==> src/rtl/bcd_display_scan.sv <==
// rtl/bcd_display_scan.sv - time-multiplexed 4-digit BCD scanner with frame-aligned value updates
module bcd_display_scan #(
    parameter int REFRESH_DIV = 100000,
    parameter int CNT_W       = 17
) (
    input  logic        clk,
    input  logic        rst_n,
    input  logic        enable,
    input  logic        blank_lz,
    input  logic [15:0] value_in,
    input  logic        in_valid,
    output logic        in_ready,
    output logic [3:0]  bcd,
    output logic [3:0]  anode_switches,
    output logic        frame_done,
    output logic        bcd_err
);

    localparam logic [CNT_W-1:0] PRESC_LAST = CNT_W'(REFRESH_DIV - 1);

    logic [CNT_W-1:0] prescaler;
    logic [1:0]       idx;
    logic [15:0]      active;
    logic [15:0]      pending;
    logic             pending_full;

    logic             tick;
    logic             boundary;
    logic             load;
    logic             promote;
    logic             blanked;
    logic             err_next;
    logic [3:0]       cur_nibble;

    assign tick     = enable && (prescaler == PRESC_LAST);
    assign boundary = tick && (idx == 2'd3);
    assign in_ready = ~pending_full;
    assign load     = in_valid && ~pending_full;
    // While dark there is no frame to tear, so a pending value is applied immediately.
    assign promote  = pending_full && (boundary || !enable);

    always_ff @(posedge clk or negedge rst_n) begin
        if (!rst_n) begin
            prescaler <= '0;
            idx       <= 2'd0;
        end else if (!enable) begin
            prescaler <= '0;
            idx       <= 2'd0;
        end else if (tick) begin
            prescaler <= '0;
            idx       <= idx + 2'd1;
        end else begin
            prescaler <= prescaler + CNT_W'(1);
        end
    end

    always_ff @(posedge clk or negedge rst_n) begin
        if (!rst_n) begin
            active       <= 16'h0000;
            pending      <= 16'h0000;
            pending_full <= 1'b0;
        end else if (promote) begin
            active       <= pending;
            pending_full <= 1'b0;
        end else if (load) begin
            pending      <= value_in;
            pending_full <= 1'b1;
        end
    end

    always_comb begin
        cur_nibble = active[{idx, 2'b00} +: 4];
        blanked    = 1'b0;
        if (blank_lz) begin
            case (idx)
                2'd1:    blanked = (active[15:4] == 12'h000);
                2'd2:    blanked = (active[15:8] == 8'h00);
                2'd3:    blanked = (active[15:12] == 4'h0);
                default: blanked = 1'b0;
            endcase
        end
    end

    always_comb begin
        err_next = 1'b0;
        for (int d = 0; d < 4; d++) begin
            if (active[4*d +: 4] > 4'd9) err_next = 1'b1;
        end
    end

    always_ff @(posedge clk or negedge rst_n) begin
        if (!rst_n) begin
            bcd            <= 4'h0;
            anode_switches <= 4'b0000;
            frame_done     <= 1'b0;
            bcd_err        <= 1'b0;
        end else begin
            frame_done <= boundary;
            bcd_err    <= err_next;
            if (!enable || blanked) begin
                bcd            <= 4'h0;
                anode_switches <= 4'b0000;
            end else begin
                bcd            <= cur_nibble;
                anode_switches <= 4'b0001 << idx;
            end
        end
    end

endmodule
==> config.mk <==
export PLATFORM = sky130hd
export DESIGN_NAME = bcd_display_scan
export DESIGN_NICKNAME = d
export VERILOG_FILES = /design/src/rtl/bcd_display_scan.sv
export SDC_FILE = /design/constraint.sdc
export NUM_CORES = 1
export LEC_CHECK = 0
export CAP_MARGIN = 20
export CORE_UTILIZATION = 50
export CTS_CLUSTER_SIZE = 40
export DETAILED_ROUTE_END_ITERATION = 16
export PLACE_DENSITY = 0.74
export SLEW_MARGIN = 25
export SYNTH_ARGS = -nofsm -noshare
export SYNTH_HDL_FRONTEND = slang
export SYNTH_SLANG_ARGS = --single-unit
==> constraint.sdc <==
create_clock -name clk -period 2.1 [get_ports clk]
set_input_delay 0.42 -clock clk [delete_from_list [all_inputs] [get_ports clk]]
set_output_delay 0.42 -clock clk [all_outputs]
set_load 0.05 [all_outputs]
# Word-level counts from Yosys, hierarchy flattened
# Cells that the tools add are included.
# word_totals
ff_bits	62
output_inout_bits	11
wordCells	50
in_bits	21
# op_classes
bitwise_logic	2
n_addsub	2
n_shift	2
eq_ne	5
magnitude_cmp	4
mux	14
n_reduce_logical	12
# ops
operator	count
$mux W17	2
$add A17 B1 Y17 const B	1
$eq A17 B17 Y1 const B	1
$gt A4 B4 Y1 const B	4
$shiftx A16 B5 Y4	1
$logic_not A12 Y1	1
$logic_not A8 Y1	1
$mux W4	2
$mux W1	7
$eq A2 B2 Y1 const B	2
$logic_and A1 B1 Y1	4
$logic_not A4 Y1	1
$mux W2	2
$shl A1 B2 Y4 const A	1
$pmux W1 S3	1
$add A2 B1 Y2 const B	1
$eq A2 B1 Y1 const B	1
$logic_or A1 B1 Y1	2
$ne A2 B1 Y1 const B	1
$not A1 Y1	2
$reduce_and A2 Y1	1
$reduce_bool A2 Y1	1
$logic_not A1 Y1	1

# Depth between registers and ports, before layout
# logic_depth
depth_word	7
depth_mapped	8
mapped_depth_nobuf	6

# Least setup slack after synthesis
# No wires, ideal clock.
# synth_path
kind	register to register
start	register prescaler[0]
end	register active[10]
arrival_time_ps	1879
period_less_slack_ps	2004
slack_ps	96
t_required_ps	1975
path_stages_with_launch	9
path_cell_list	dfrtp_1 > ha_1 > and4_4 > buf_6 > and4_4 > a31o_1 > buf_6 > buf_12 > mux2_4
# synth_between
elab_chain_cells	5
# synth_rtl
item	line	rtl
start: declaration	21	logic [CNT_W-1:0] prescaler;
start signal: assignment	53	prescaler <= prescaler + CNT_W'(1);
$eq A17 B17 Y1	35	assign tick = enable && (prescaler == PRESC_LAST);
$logic_and A1 B1 Y1	35	
$logic_and A1 B1 Y1	36	assign boundary = tick && (idx == 2'd3);
$logic_or A1 B1 Y1	40	assign promote = pending_full && (boundary || !enable);
$logic_and A1 B1 Y1	40	
end signal: assignment	63	active <= pending;
end: declaration	23	logic [15:0] active;
# No other way between the ends.
# A chain may end at the register's enable or synchronous reset.

# Worst setup path in the final report
# layout_path
start	register prescaler[0]
end	register active[5]
# Same word-level chain as after synthesis.

==> out/metrics.cfg <==
[worst_setup_path]
worst-setup-path-type = reg -> reg
critical-path-top-delay-family = simple AND/OR/NAND/NOR gates
critPathSlowestCell = sky130_fd_sc_hd__dfrtp_1
worstPathArrival_ns = 2.22
timing.critical_path.from_type = flip-flop
critical_path.endpoint_type = flip-flop
timing.critical_path.slowest_cell_delay_ns = 0.38
critical_path.n_buffers_inverters = 1
path_cells = ha_2 > and4_4 > and4_4 > a31o_1 > buf_12 > mux2_2
cp_common_cell = sky130_fd_sc_hd__and4_4
worst-path-max-fanout = 16
worstPathRequired_ns = 2.32

[yosys]
postSynth.topFlopCell = sky130_fd_sc_hd__dfrtp_1
yosys_warning_total = 0
synth_xor_area_share_pct = 3.73
synth_fp_nets = 250
synth_top_family_by_area = multiplexers
post_synthesis_share_of_cell_area_spent_on_full_adders_half_adders_and_majority_gates_pct = 2.67
synthesis.area_per_instance_um2 = 12.6
synth_enable_flop_cells = 0
total_standard_cell_area_after_synthesis_um2 = 2820
netlist_top_cells_area = sky130_fd_sc_hd__dfrtp_1, sky130_fd_sc_hd__mux2_2, sky130_fd_sc_hd__mux2_4, sky130_fd_sc_hd__mux4_2, sky130_fd_sc_hd__nor2_1
synth_seq_cells = 62
synth_seq_area_share_pct = 55.1
synth_top_cell_by_area = sky130_fd_sc_hd__dfrtp_1
post_synthesis_async_set_or_reset_flop_share_pct = 100
synth_cell_types = 36
yosys.area_share.simple_pct = 14.9
synth_top_cell_area_share_pct = 55.1
synthesis.instances = 223
compound_gate_fraction_of_synth_area_pct = 3.55
synth_mux_area_share_pct = 17.3

[timing]
timing.clock.skew_ns = 0.0105
least_margin_pin_slew_ns = 0.510
fmaxAchievable_mhz = 501
timing.setup.tns_ns = 0
rsz0062_at_grt = false
timing.final.crit_period_ns = 2.00
slew_headroom_pct = 65.8
period_share_pct = 95.0
setup_slack_ns = 0.105
setup_violations_final = 0
timing_max_transition_violations_final = 0
hold_viol = 0

[floorplan]
die_width_um = 77.1
floorplan.rows = 26
core_um2 = 5270
die_outline_area_um2 = 5940
ioPinCount = 32
fp.dieH_um = 77.1
initial_core_util_pct = 53.4

[routing]
ant_nets = 0
routed-via-count = 1824
drt_iter0_markers = 146
routedWlPerCell_um = 15.1
drt-vias-per-instance = 5.35
wl_um = 5130
drt_first_pass_iters = 4
drt_drc_violations_left = 0

[placed_design]
finalWeightedCongestion = 0.834
postPlaceCellArea_um2 = 3230
place.port_buffers = 31
dp_hpwl_um = 3610
dp_slack_ns = 0.0915

[min_path]
min-delay-path-class = in -> async

[cts]
cts_sinks = 62
htree_num_levels = 3
worstSkewPairLatency_ns = 0.34
clock_tree_from_tritoncts = yes
tritoncts.num_buffers = 9
ctsRootBufferMaster = sky130_fd_sc_hd__clkbuf_8
clk_pin_slew_worst_paths_ns = 0.07
cts.path.max_buffers = 2

[global_routing]
pin_count_of_the_biggest_net_entering_global_routing = 53
grt_pass1_wl_um = 9180
grt_overflow_total = 0
antenna_violations_before_repair = 0
groute.usage.overall_pct = 20.5
grt_pass1_vias = 1886

[pwr]
peak_vdd_ir_mv = 0.746
p_leak_nw = 1.48
power-per-cell-area_nw_per_um2 = 995

[layout]
finalInstanceArea_um2 = 3480
layout_overhead_on_the_synthesized_area_pct = 23.4
post_route_cells_drive_above_1_share_pct = 25.8
num-nets-final = 294
insertedDiodeCount = 0

[run_status]
result_of_the_run = completed

[job]
cap_violations = 0

## metrics by stage
step	hold WS [ns]	total power, mW	utilization [%]	instances
6_report	0.489	3.46	66.0	341
5_1_grt	0.505	3.63	66.0	341
4_1_cts	0.485	3.49	65.8	340
3_5_place_dp	0.315	2.31	61.3	324
3_3_place_gp	0.308	2.29	61.3	324
2_1_floorplan	0.124	2.06	-	223
## cells in the final DEF (no fill, tap or decap), drive strengths merged
| cell | instances |
|---|---|
| a21boi | 2 |
| a21oi | 4 |
| a31o | 2 |
| and2 | 2 |
| and3 | 3 |
| and4 | 4 |
| and4bb | 1 |
| buf | 12 |
| bufinv | 2 |
| clkbuf | 12 |
| clkdlybuf4s50 | 29 |
| clkinvlp | 1 |
| dfrtp | 62 |
| dlygate4sd3 | 1 |
| ha | 6 |
| inv | 3 |
| mux2 | 32 |
| mux4 | 4 |
| nand2 | 19 |
| nand3 | 5 |
| nand4 | 8 |
| nor2 | 22 |
| nor2b | 2 |
| nor3 | 2 |
| nor4 | 2 |
| nor4b | 2 |
| nor4bb | 2 |
| o21ai | 7 |
| o31ai | 1 |
| or2 | 1 |
| or3 | 3 |
| or4 | 1 |
| xnor2 | 5 |
| xor2 | 7 |
## what timing repair did
| item | in CTS | in global routing |
|---|---|---|
| endpoints found under the hold margin | 10 | 0 |
| setup buffers | 0 | 1 |
| gates resized for setup | 0 | 1 |
| hold buffers | 1 | 0 |
| endpoints found under the setup margin | 0 | 6 |
## final timing paths
kind,from,endpoint,slack [ns],cells after the start
setup / recovery,prescaler[0],active[5],0.10,6
hold / removal,rst_n,prescaler[13],0.49,2
setup reg to reg,prescaler[0],active[5],0.10,6
hold reg to reg,pending[3],active[3],0.50,1
max in group asynchronous,rst_n,active[10],1.06,3
min in group clk,pending[3],active[3],0.50,1
## final cells by class
class                      instances  area, µm²
timing repair buffer              42        413
fill                             428       1790
sequential                        62       1550
multi-input combinational        149       1190
clock inverter                     3       67.6
clock buffer                      12        155
inverter                           3       11.3
tap                               70       87.6
## power by group
group          leakage (nW)  switching, mW  total [mW]  internal, mW
Combinational         0.591          0.287       0.673         0.386
Clock                 0.109          0.440        1.17         0.727
Sequential            0.779          0.187        1.62          1.43
Total                  1.48          0.913        3.46          2.54
## registers in the layout, summed over array words and instances, names as in the netlist
register / count
bcd_err: 1
frame_done: 1
idx: 2
prescaler: 17
anode_switches: 4
pending_full: 1
pending: 16
active: 16
bcd: 4
## layer usage
metal / wire, µm / GRT usage [%] / up-vias
li1: - / - / 877
met1: 2390 / 27.3 / 903
met2: 2480 / 30.8 / 39
met3: 226 / 8.33 / 5
met4: 37 / 5.85 / 0
met5: 0 / 0 / -
## cells by family (layout without fill, tap and decap cells)
logic type	count (synthesis)	count (layout)
simple gates	79	79
flops	62	62
mux	36	36
compound gates	16	16
xor+xnor	12	12
buf+inv	12	60
fa+ha+maj	6	6
## synth_stat cells, types with 4 or more instances
cell type                  count
sky130_fd_sc_hd__o21ai_0       7
sky130_fd_sc_hd__mux2_4       10
sky130_fd_sc_hd__xor2_1        7
sky130_fd_sc_hd__dfrtp_1      62
sky130_fd_sc_hd__ha_1          6
sky130_fd_sc_hd__nand3_1       5
sky130_fd_sc_hd__a21oi_1       4
sky130_fd_sc_hd__nand4_1       8
sky130_fd_sc_hd__nand2_1      19
sky130_fd_sc_hd__xnor2_1       5
sky130_fd_sc_hd__mux4_2        4
sky130_fd_sc_hd__clkbuf_1      5
sky130_fd_sc_hd__mux2_2       22
sky130_fd_sc_hd__nor2_1       22
Power figures use the tool's default switching activity.
